[config.mk]
export PLATFORM = sky130hd
export DESIGN_NAME = eightbit_fifo
export DESIGN_NICKNAME = d
export VERILOG_FILES = /design/src/rtl/eightbit_fifo.sv
export SDC_FILE = /design/constraint.sdc
export NUM_CORES = 1
export LEC_CHECK = 0
export BUFFER_PORTS_ARGS = -buffer_cell sky130_fd_sc_hd__buf_2
export CORE_MARGIN = 8
export CORE_UTILIZATION = 37
export CTS_CLUSTER_DIAMETER = 150
export DETAILED_ROUTE_END_ITERATION = 6
export PLACE_DENSITY_LB_ADDON = 0.3
export SLEW_MARGIN = 20
export SYNTH_ARGS = -nofsm -noshare
export SYNTH_HDL_FRONTEND = slang
export SYNTH_SLANG_ARGS = --single-unit
export TNS_END_PERCENT = 20
[constraint.sdc]
create_clock -name clk -period 2.48 [get_ports clk]
set_input_delay 0.248 -clock clk [delete_from_list [all_inputs] [get_ports clk]]
set_output_delay 0.248 -clock clk [all_outputs]
set_load 0.02 [all_outputs]
[src/rtl/eightbit_fifo.sv]
// eightbit_fifo: count-based valid/ready FIFO buffering messages between the register stage and its consumer
module eightbit_fifo #(
    parameter int DEPTH = 4,
    parameter int WIDTH = 8
) (
    input  logic                     clk,
    input  logic                     reset,
    input  logic                     enq_val,
    output logic                     enq_rdy,
    input  logic [WIDTH-1:0]         enq_msg,
    output logic                     deq_val,
    input  logic                     deq_rdy,
    output logic [WIDTH-1:0]         deq_msg,
    output logic [$clog2(DEPTH):0]   count
);
    localparam int AW = $clog2(DEPTH);
    logic [WIDTH-1:0] mem [DEPTH];
    logic [AW-1:0] wr_ptr, rd_ptr;
    logic full, empty, enq_fire, deq_fire;
    always_comb begin
        full     = count == (AW+1)'(DEPTH);
        empty    = count == '0;
        enq_rdy  = !full && !reset;
        deq_val  = !empty && !reset;
        enq_fire = enq_val && enq_rdy;
        deq_fire = deq_val && deq_rdy;
        deq_msg  = deq_val ? mem[rd_ptr] : '0;
    end
    // storage is never cleared; only pointers and occupancy reset
    always_ff @(posedge clk)
        if (enq_fire) mem[wr_ptr] <= enq_msg;
    always_ff @(posedge clk) begin
        if (reset) begin
            wr_ptr <= '0;
            rd_ptr <= '0;
            count  <= '0;
        end else begin
            if (enq_fire) wr_ptr <= wr_ptr + AW'(1);
            if (deq_fire) rd_ptr <= rd_ptr + AW'(1);
            count <= enq_fire && !deq_fire ? count + (AW+1)'(1) :
                     deq_fire && !enq_fire ? count - (AW+1)'(1) : count;
        end
    end
`ifdef FORMAL
    logic f_past_valid = 1'b0;
    always @(posedge clk) f_past_valid <= 1'b1;
    always @(*) begin
        assert (count <= (AW+1)'(DEPTH));
        assert (!(enq_rdy && full));
        assert (!(deq_val && empty));
    end
    always @(posedge clk)
        if (f_past_valid && !$past(reset))
            assert (count == $past(count) + (AW+1)'($past(enq_fire)) - (AW+1)'($past(deq_fire)));
`endif
endmodule

==> impl_metrics.env, run 1 <==
export IMPL_initial_core_util_pct=38.6
export IMPL_cts_buffer_depth=2
export IMPL_portBuffers=24
export IMPL_path_max_fanout=6
export IMPL_synth_top_cells_by_count="32 x edfxtp_1, 9 x dfxtp_1, 8 x and2_1, 8 x mux4_2, 7 x nor2_1"
export IMPL_pin_count=25
export IMPL_end_kind="register"
export IMPL_grt_first_pass_wirelength_mm=4.75
export IMPL_ys_flop_type="edfxtp_1"
export IMPL_synth_top_area_share_pct=56.7
export IMPL_status="finished clean"
export IMPL_finalSetupViolations=0
export IMPL_drt_initial_drc_count=65
export IMPL_critical_path_startpoint_type="register"
export IMPL_die_width_um=83.7
export IMPL_vias=905
export IMPL_ant_nets=0
export IMPL_ys_ff_latch=41
export IMPL_hold_path_class="in -> reg"
export IMPL_first_pass_iters=2
export IMPL_finalNetCount=147
export IMPL_synth_cell_types=25
export IMPL_clock_latency_ns=0.29
export IMPL_regToRegSetupSlack_ns=0.23
export IMPL_cts_num_sinks=41
export IMPL_seq_power_share_pct=46.3
export IMPL_root_buffer="clkbuf_8"
export IMPL_power_density_nw_per_um2=997
export IMPL_nFillCells=398
export IMPL_worstMarginPinSlew_ns=0.557
export IMPL_regArea_um2=1140
export IMPL_holdCritStartpoint="enq_msg[1]"
export IMPL_p_comb_share_pct=26.1
export IMPL_syn_area_um2=1690
export IMPL_irDropWorstVdd_v=0.000268
export IMPL_post_route_period_util_pct=90.5
export IMPL_antenna_cells=0
export IMPL_grt_max_degree=13
export IMPL_path_class="reg -> reg"
export IMPL_syn_area_per_cell_um2=17.1
export IMPL_place_gp_congestion=0.725
export IMPL_dieArea_um2=7000
export IMPL_clkTransAtPathRegs_ns=0.08
export IMPL_grt_overflow=0
export IMPL_drive_gt1_share_pct=37.7
export IMPL_final_area_um2=1990
export IMPL_rows=24
export IMPL_synth_cells=99
export IMPL_drt_wl_total_mm=2.96
export IMPL_die_h_um=83.7
export IMPL_period_needed_ns=2.25
export IMPL_post_cts_buffers=0
export IMPL_internal_power_mw=1.40
export IMPL_drcViolationCount=0
export IMPL_grt_usage_pct=8.78
export IMPL_synth_async_reset_ratio_pct=0
export IMPL_leakage_nw=0.746
export IMPL_synth_edf_count=32
export IMPL_relSlewSlack_pct=62.8
export IMPL_critPathArrivalTime_ns=2.47
export IMPL_final_setup_tns_ns=0
export IMPL_grt_pass1_vias=954
export IMPL_seq_area_frac_synth_pct=67.4
export IMPL_whs_path_depth=1
export IMPL_p_sw_uw=582
export IMPL_cts_tree="yes"
export IMPL_placed_cell_area_um2=1870
export IMPL_htree_levels=2
export IMPL_rsz0062_at_grt="false"
export IMPL_r2r_end="count[2]"
export IMPL_syn_nets=117
export IMPL_antenna_found_initial=0
export IMPL_slew_violations=0
export IMPL_multi_input_area_um2=522
export IMPL_reg2reg_depth=9
export IMPL_power_share_clock_pct=27.6
export IMPL_hpwl_mm=2.05
export IMPL_hold_violations=0
export IMPL_skew_ns=0.00372
export IMPL_synthTopCellsByArea="edfxtp_1 57%, dfxtp_1 11%, mux4_2 11%, ha_1 3.7%, and2_1 3.0%"
export IMPL_maxCapViolCount=0
export IMPL_fmaxAchievable_mhz=445
export IMPL_switching_share_pct=29.3
export IMPL_crit_required_ns=2.70
export IMPL_syn2layout_area_growth_pct=17.5
export IMPL_holdPathEnd="mem[0][1]"
export IMPL_synth_most_common_cell="edfxtp_1"
export IMPL_viasPerCell=4.97
export IMPL_cts_buffers=5
export IMPL_cts_resized=0
export IMPL_synthesis_yosys_warnings=0
export IMPL_wl_per_cell_um=16.2
export IMPL_hold_buffers=0
export IMPL_yosys_area_top_type="edfxtp_1"
export IMPL_rr_startpoint="count[0]"
export IMPL_core_region_area_um2=4380
[worst max path at each step]
stage | startpoint | endpoint | slack [ns] | cells past startpoint
floorplan | count[0] | count[2] | 0.13 | 9
global placement | count[0] | count[2] | 0.35 | 9
detailed placement | count[0] | count[2] | 0.27 | 9
CTS | count[0] | count[2] | 0.24 | 9
global route | count[0] | count[2] | 0.06 | 9
finish | count[0] | count[2] | 0.23 | 9
[kinds of logic (layout without fill, tap and decap cells)]
group	after synthesis	count (layout)	share of synthesized area, %
and+or+nand+nor	27	27	10.0
adders and majority gates	6	6	4.87
buffers and inverters	6	37	1.85
xor gates and xnor gates	3	3	1.55
DFF	41	41	67.4
muxes	11	11	12.7
AOI/OAI and AO/OA	5	5	1.63
[power groups by stage]
stage               clock network (mW)  logic, mW  registers [mW]
CTS                              0.558      0.528           0.924
floorplan                            0      0.399           0.909
finish                           0.548      0.517           0.920
global route                     0.588      0.565           0.941
detailed placement                   0      0.526           0.939
global placement                     0      0.512           0.933
[area by class of cell]
class / instances / area share [%]
well taps: 52 / 3.27
clock inverters: 1 / 1.51
inverters: 3 / 0.566
repair buffers: 26 / 6.79
clock buffers: 7 / 4.34
flip-flops and latches: 41 / 57.3
multi-input cells: 52 / 26.2
[critical path, stage by stage (launching register included)]
cell     delay (ns)
dfxtp_1        0.38
nor3_1         0.28
nor2_1         0.09
nand2_1        0.08
ha_1           0.19
inv_1          0.07
fa_1           0.38
xor2_1         0.16
or3_2          0.40
a21oi_1        0.15
[layout by cell type (no fill, tap or decap)]
cell / Yosys / layout
a21oi_1: 2 / 2
and2_1: 8 / 8
and2_2: 4 / 4
buf_2: 1 / 24
buf_4: 0 / 2
bufinv_16: 0 / 1
clkbuf_1: 0 / 1
clkbuf_8: 0 / 6
dfxtp_1: 9 / 9
edfxtp_1: 32 / 32
fa_1: 1 / 1
ha_1: 5 / 5
inv_1: 3 / 3
mux2_4: 1 / 1
mux2i_1: 2 / 2
mux4_2: 8 / 8
nand2_1: 2 / 2
nand2b_1: 1 / 1
nor2_1: 7 / 7
nor3_1: 1 / 1
nor3b_2: 1 / 1
nor3b_4: 1 / 1
o21ai_0: 2 / 2
o31ai_1: 1 / 1
or3_1: 1 / 1
or3_2: 1 / 1
xor2_1: 3 / 3
[metrics by stage]
step	power [mW]	hold WS (ns)	worst slack (ns)	util, %	instances
floorplan	1.31	0.347	0.125	-	99
global placement	1.45	0.459	0.354	42.8	174
detailed placement	1.47	0.465	0.269	42.8	174
CTS	2.01	0.161	0.236	45.4	182
global route	2.09	0.163	0.0558	45.4	182
finish	1.98	0.167	0.234	45.4	182
[routing by layer]
layer | vias up | global-route usage (%) | share of wire (%)
met5 | - | 0 | 0
met4 | 0 | 5.18 | 1.9
met3 | 7 | 3.03 | 5.0
met2 | 18 | 14.8 | 50
met1 | 454 | 9.22 | 43
li1 | 426 | - | -
[registers in the layout (all words and copies together) (netlist names), named ones only]
| register | cells |
|---|---|
| wr_ptr | 2 |
| mem | 32 |
| count | 3 |
| rd_ptr | 2 |
Power figures use the tool's default switching activity.
==> run 2, diff against run 1 <==
--- a/config.mk
+++ b/config.mk
@@ -5,6 +5,7 @@
 export SDC_FILE = /design/constraint.sdc
 export NUM_CORES = 1
 export LEC_CHECK = 0
+export ABC_AREA = 1
 export BUFFER_PORTS_ARGS = -buffer_cell sky130_fd_sc_hd__buf_2
 export CORE_MARGIN = 8
 export CORE_UTILIZATION = 37
==> run 2 against run 1 <==
Die area is 4.4% higher. Hold slack got worse by 0.013 ns. Register-to-register slack better by 0.35 ns. Synthesized cell count is 67% higher. Total power is 15% lower. Non-clock buffer count rose by 3. Design area up 3.9%. Critical path depth down 3. Via count grew 28%. Sequential share of layout area is 2.1 points lower. Largest power group unchanged. Highest routed layer unchanged.
==> impl_metrics.env, run 2 <==
export IMPL_status="finished clean"
export IMPL_switching_share_pct=28.9
export IMPL_power_density_nw_per_um2=820
export IMPL_die_h_um=85.5
export IMPL_slowest_delay_ns=0.64
export IMPL_critPathArrivalTime_ns=1.75
export IMPL_worstMarginPinSlew_ns=0.498
export IMPL_hold_violations=0
export IMPL_wl_per_cell_um=13.1
export IMPL_path_class="reg -> out"
export IMPL_rows=25
export IMPL_synth_edf_count=32
export IMPL_largest_register_ffs=32
export IMPL_ant_nets=0
export IMPL_crit_required_ns=2.23
export IMPL_final_setup_tns_ns=0
export IMPL_synth_mux_area_share_pct=0
export IMPL_finalSetupViolations=0
export IMPL_die_width_um=85.5
export IMPL_crit_path_top_delay_cell="dfxtp_1"
export IMPL_ys_flop_type="edfxtp_1"
export IMPL_reg2reg_depth=13
export IMPL_leakage_nw=0.847
export IMPL_antenna_found_initial=0
export IMPL_cts_tree="yes"
export IMPL_clkTransAtPathRegs_ns=0.07
export IMPL_grt_max_degree=17
export IMPL_drt_initial_drc_count=43
export IMPL_post_cts_buffers=0
export IMPL_synth_top_cells_by_count="32 x edfxtp_1, 32 x nor2_1, 16 x nand2_1"
export IMPL_p_sw_uw=490
export IMPL_final_cell_mix="32 x nor2_1, 32 x edfxtp_1, 24 x buf_2"
export IMPL_r2r_end="count[2]"
export IMPL_drt_wl_total_mm=3.31
export IMPL_synth_cell_types=19
export IMPL_fmaxAchievable_mhz=502
export IMPL_seq_area_frac_synth_pct=63.9
export IMPL_grt_pass1_vias=1154
export IMPL_power_mw=1.70
export IMPL_root_buffer="clkbuf_8"
export IMPL_skew_ns=0.00483
export IMPL_maxCapViolCount=0
export IMPL_yosys_area_top_type="edfxtp_1"
export IMPL_syn_nets=183
export IMPL_drcViolationCount=0
export IMPL_grt_overflow=0
export IMPL_regMostFlops="mem"
export IMPL_internal_power_mw=1.21
export IMPL_path_max_fanout=11
export IMPL_syn2layout_area_growth_pct=15.8
export IMPL_hold_buffers=0
export IMPL_synth_async_reset_ratio_pct=0
export IMPL_place_gp_congestion=0.744
export IMPL_synth_compound_area_share_pct=7.84
export IMPL_viasPerCell=4.59
export IMPL_cts_num_sinks=41
export IMPL_finalNetCount=215
export IMPL_drive_gt1_share_pct=26.8
export IMPL_relSlewSlack_pct=66.8
export IMPL_clock_latency_ns=0.28
export IMPL_synth_xor_xnor_area_share_pct=0.490
export IMPL_end_kind="primary output"
export IMPL_syn_area_per_cell_um2=10.8
export IMPL_synthTopCellsByArea="edfxtp_1 54%, dfxtp_1 10%, nor2_1 6.7%, nor2_2 4.6%, ha_1 3.5%"
export IMPL_cp_top_family="flip-flops"
export IMPL_slew_violations=0
export IMPL_core_region_area_um2=4690
export IMPL_grt_first_pass_wirelength_mm=5.44
export IMPL_period_needed_ns=1.99
export IMPL_regToRegSetupSlack_ns=0.58
export IMPL_rsz0062_at_grt="false"
export IMPL_portBuffers=24
export IMPL_pin_count=25
export IMPL_cp_num_buf_inv=2
export IMPL_synth_top_area_share_pct=53.8
export IMPL_crit_cells=6
export IMPL_hpwl_mm=2.32
export IMPL_p_comb_share_pct=21.2
export IMPL_dieArea_um2=7310
export IMPL_syn_area_um2=1790
export IMPL_synth_cells=165
export IMPL_hold_path_class="in -> reg"
export IMPL_antenna_cells=0
export IMPL_htree_levels=2
export IMPL_vias=1157
export IMPL_synthesis_yosys_warnings=0
export IMPL_worstPathCellList="buf_4 -> nor2_1 -> nor2_1 -> o21ai_0 -> a21oi_1 -> buf_2"
export IMPL_synth_top_family_by_area="simple AND/OR/NAND/NOR gates"
export IMPL_ys_ff_latch=41
export IMPL_yosys_area_share_simple_pct=16.4
export IMPL_grt_usage_pct=9.66
export IMPL_power_share_clock_pct=29.9
export IMPL_top_regs="mem (32), count (3)"
export IMPL_cts_buffers=5
export IMPL_post_route_period_util_pct=80.4
export IMPL_crit_top_cell="nor2_1"
export IMPL_cts_resized=0
export IMPL_initial_core_util_pct=38.1
export IMPL_rr_startpoint="count[0]"
export IMPL_critical_path_startpoint_type="register"
export IMPL_first_pass_iters=4
export IMPL_endpoint="deq_msg[7]"
export IMPL_synthAdderAreaFrac_pct=4.62
export IMPL_irDropWorstVdd_v=0.000349
export IMPL_seq_power_share_pct=48.9
export IMPL_cts_buffer_depth=2
[run 2: final cells by class]
cell class                 instances  area, µm²
timing repair buffer              29        158
sequential                        41       1140
multi-input combinational        101        524
clock inverter                     2       33.8
inverter                          19       71.3
clock buffer                       6       72.6
tap                               54       67.6
fill                             454       2620
[run 2: worst register-to-register path, stage by stage, from the launching register on]
cell and delay, ns:
dfxtp_1 0.43, nor2_2 0.08, nand2_1 0.09, nand3_2 0.14
inv_2 0.10, ha_1 0.16, inv_1 0.07, fa_1 0.39
inv_1 0.06, nand2_1 0.04, nand3_1 0.08, nand2_1 0.06
nand2_1 0.05, nor2_1 0.03
[run 2: layer usage]
metal  global-route usage, %  wire, µm
met3                    3.92       167
met4                    3.34        43
met5                       0         0
met2                    15.4      1570
met1                    11.5      1520
[run 2: worst min path at each step]
stage / startpoint / to / slack (ns) / depth (start not counted)
6_report: reset / count[0] / 0.15 / 2
5_1_grt: reset / count[0] / 0.14 / 2
4_1_cts: reset / count[0] / 0.15 / 2
3_5_place_dp: reset / count[0] / 0.46 / 2
3_3_place_gp: reset / count[0] / 0.45 / 2
2_1_floorplan: reset / count[0] / 0.32 / 1
[run 2: through the flow]
| stage | worst slack, ns | instance area, µm² | cells | hold slack, ns | utilization (%) |
|---|---|---|---|---|---|
| detailed placement | 0.597 | 1960 | 244 | 0.462 | 41.8 |
| global placement | 0.677 | 1960 | 244 | 0.453 | 41.8 |
| CTS | 0.445 | 2070 | 252 | 0.150 | 44.1 |
| floorplan | 0.619 | 1790 | 165 | 0.320 | - |
| global route | 0.306 | 2070 | 252 | 0.143 | 44.1 |
| finish | 0.487 | 2070 | 252 | 0.154 | 44.1 |
[run 2: power groups by stage]
stage / sequential [mW] / combinational [mW] / clock [mW]
6_report: 0.829 / 0.360 / 0.507
5_1_grt: 0.836 / 0.404 / 0.551
4_1_cts: 0.830 / 0.367 / 0.517
3_5_place_dp: 0.846 / 0.365 / 0
3_3_place_gp: 0.843 / 0.360 / 0
2_1_floorplan: 0.843 / 0.260 / 0
[run 2: cell families (layout without fill, tap and decap cells)]
family                   after synthesis  count (layout)
AO/OA/AOI/OAI                         28              28
buffers and inverters                 23              56
AND/OR/NAND/NOR                       66              66
flip-flops                            41              41
adder cells (fa/ha/maj)                6               6
XOR/XNOR                               1               1
==> run 3, diff against run 2 <==
==> constraint.sdc (replaced) <==
create_clock -name clk -period 1.67 [get_ports clk]
set_input_delay 0.167 -clock clk [delete_from_list [all_inputs] [get_ports clk]]
set_output_delay 0.167 -clock clk [all_outputs]
set_load 0.02 [all_outputs]
==> run 3 against run 2 <==
Sequential power is 46% higher. Largest power group unchanged. Final cell count increased by 3.6%. Via count is 3.8% higher. Register-to-register slack got worse by 0.53 ns. Highest routed layer unchanged. Wire length rose by 3.8%. Sequential share of layout area is 3.9 points lower. Core utilization rose by 3.7 points.
==> impl_metrics.env, run 3 (synthesis gave the netlist of run 2 again) <==
export IMPL_status="finished clean"
export IMPL_period_needed_ns=1.62
export IMPL_post_route_period_util_pct=97.1
export IMPL_clock_latency_ns=0.29
export IMPL_pin_count=25
export IMPL_drt_wl_total_mm=3.43
export IMPL_crit_required_ns=1.86
export IMPL_rr_startpoint="count[0]"
export IMPL_internal_power_mw=1.91
export IMPL_syn2layout_area_growth_pct=25.4
export IMPL_dieArea_um2=7310
export IMPL_first_pass_iters=4
export IMPL_vias=1201
export IMPL_worstSetupStartpoint="count[0]"
export IMPL_drt_initial_drc_count=56
export IMPL_antenna_found_initial=0
export IMPL_final_cell_mix="32 x nor2_1, 32 x edfxtp_1, 22 x buf_2"
export IMPL_rsz0062_at_grt="true"
export IMPL_die_width_um=85.5
export IMPL_worst_hold_slack_ns=0.0592
export IMPL_fin_cells=261
export IMPL_grt_pass1_vias=1186
export IMPL_slew_violations=0
export IMPL_fmaxAchievable_mhz=617
export IMPL_viasPerCell=4.60
export IMPL_hold_violations=0
export IMPL_grt_max_degree=18
export IMPL_end_kind="register"
export IMPL_die_h_um=85.5
export IMPL_largest_register_ffs=32
export IMPL_path_class="reg -> reg"
export IMPL_path_max_fanout=3
export IMPL_place_gp_congestion=0.812
export IMPL_leakage_nw=0.909
export IMPL_cts_num_sinks=41
export IMPL_skew_ns=0.00392
export IMPL_drcViolationCount=0
export IMPL_rows=25
export IMPL_finalNetCount=224
export IMPL_drive_gt1_share_pct=37.2
export IMPL_worstMarginPinSlew_ns=0.210
export IMPL_root_buffer="clkbuf_8"
export IMPL_p_sw_uw=827
export IMPL_cts_tree="yes"
export IMPL_setup_ws_ns=0.0492
export IMPL_regMostFlops="mem"
export IMPL_power_share_clock_pct=29.0
export IMPL_p_comb_share_pct=26.6
export IMPL_antenna_cells=0
export IMPL_grt_overflow=0
export IMPL_switching_share_pct=30.2
export IMPL_core_region_area_um2=4690
export IMPL_initial_core_util_pct=38.1
export IMPL_wl_per_cell_um=13.1
export IMPL_grt_first_pass_wirelength_mm=5.59
export IMPL_seq_power_share_pct=44.3
export IMPL_finalSetupViolations=0
export IMPL_top_regs="mem (32), count (3)"
export IMPL_power_density_nw_per_um2=1220
export IMPL_htree_levels=2
export IMPL_critPathArrivalTime_ns=1.81
export IMPL_cts_buffer_depth=2
export IMPL_relSlewSlack_pct=85.8
export IMPL_maxCapViolCount=0
export IMPL_irDropWorstVdd_v=0.000706
export IMPL_hold_path_class="in -> reg"
export IMPL_dp_cells=251
export IMPL_holdCritStartpoint="reset"
export IMPL_clkTransAtPathRegs_ns=0.08
export IMPL_portBuffers=24
export IMPL_hpwl_mm=2.35
export IMPL_ant_nets=0
export IMPL_critical_path_startpoint_type="register"
export IMPL_grt_usage_pct=9.79
export IMPL_final_setup_tns_ns=0
export IMPL_dpl_worst_slack_ns=0.0137
export IMPL_cts_buffers=5
export IMPL_hold_buffers=0
-- run 3: layout make-up --
cell class | count | area [µm²]
Fill cell | 426 | 2450
Sequential cell | 41 | 1150
Tap cell | 54 | 67.6
Timing Repair Buffer | 38 | 243
Clock buffer | 5 | 68.8
Inverter | 19 | 76.3
Multi-Input combinational cell | 101 | 589
Clock inverter | 3 | 46.3
-- run 3: timing repair --
action / 4_1_cts / 5_1_grt
resized for setup: 3 / 11
setup endpoints to repair: 10 / 11
gates cloned: 0 / 0
pin swaps: 0 / 4
setup buffers: 0 / 2
-- run 3: critical path, cell delays in order, from the launching register on --
cell and delay [ns]:
dfxtp_4 0.36, nor2_4 0.13, nand2_2 0.09, nand3_4 0.10, inv_4 0.04, ha_4 0.15
inv_2 0.05, fa_2 0.43, o21ai_2 0.12, nor2_1 0.04
-- run 3: metrics by stage --
step	total power, mW	cell area, µm²	util (%)
after global placement	1.88	2060	43.8
after global routing	2.89	2240	47.8
after detailed placement	1.89	2060	43.8
final	2.74	2240	47.8
after CTS	2.70	2180	46.5
after floorplan	1.67	1820	-
-- run 3: final timing paths --
| path | slack (ns) | cells after the start | end |
|---|---|---|---|
| min reg2reg | 0.48 | 2 | rd_ptr[0] |
| min | 0.06 | 2 | count[0] |
| max reg2reg | 0.05 | 9 | count[1] |
| max | 0.05 | 9 | count[1] |
-- run 3: power groups by stage --
| stage | sequential, mW | combinational (mW) | clock, mW |
|---|---|---|---|
| 3_5_place_dp | 1.24 | 0.654 | 0 |
| 4_1_cts | 1.21 | 0.666 | 0.817 |
| 5_1_grt | 1.22 | 0.807 | 0.860 |
| 3_3_place_gp | 1.24 | 0.644 | 0 |
| 6_report | 1.21 | 0.729 | 0.795 |
| 2_1_floorplan | 1.27 | 0.403 | 0 |
-- run 3: per-layer routing --
| layer | up-vias | GRT usage, % | wire length, µm |
|---|---|---|---|
| met4 | 0 | 2.87 | 28 |
| met5 | - | 0 | 0 |
| met2 | 18 | 17.1 | 1720 |
| li1 | 625 | - | - |
| met1 | 554 | 10.5 | 1490 |
| met3 | 4 | 4.01 | 185 |
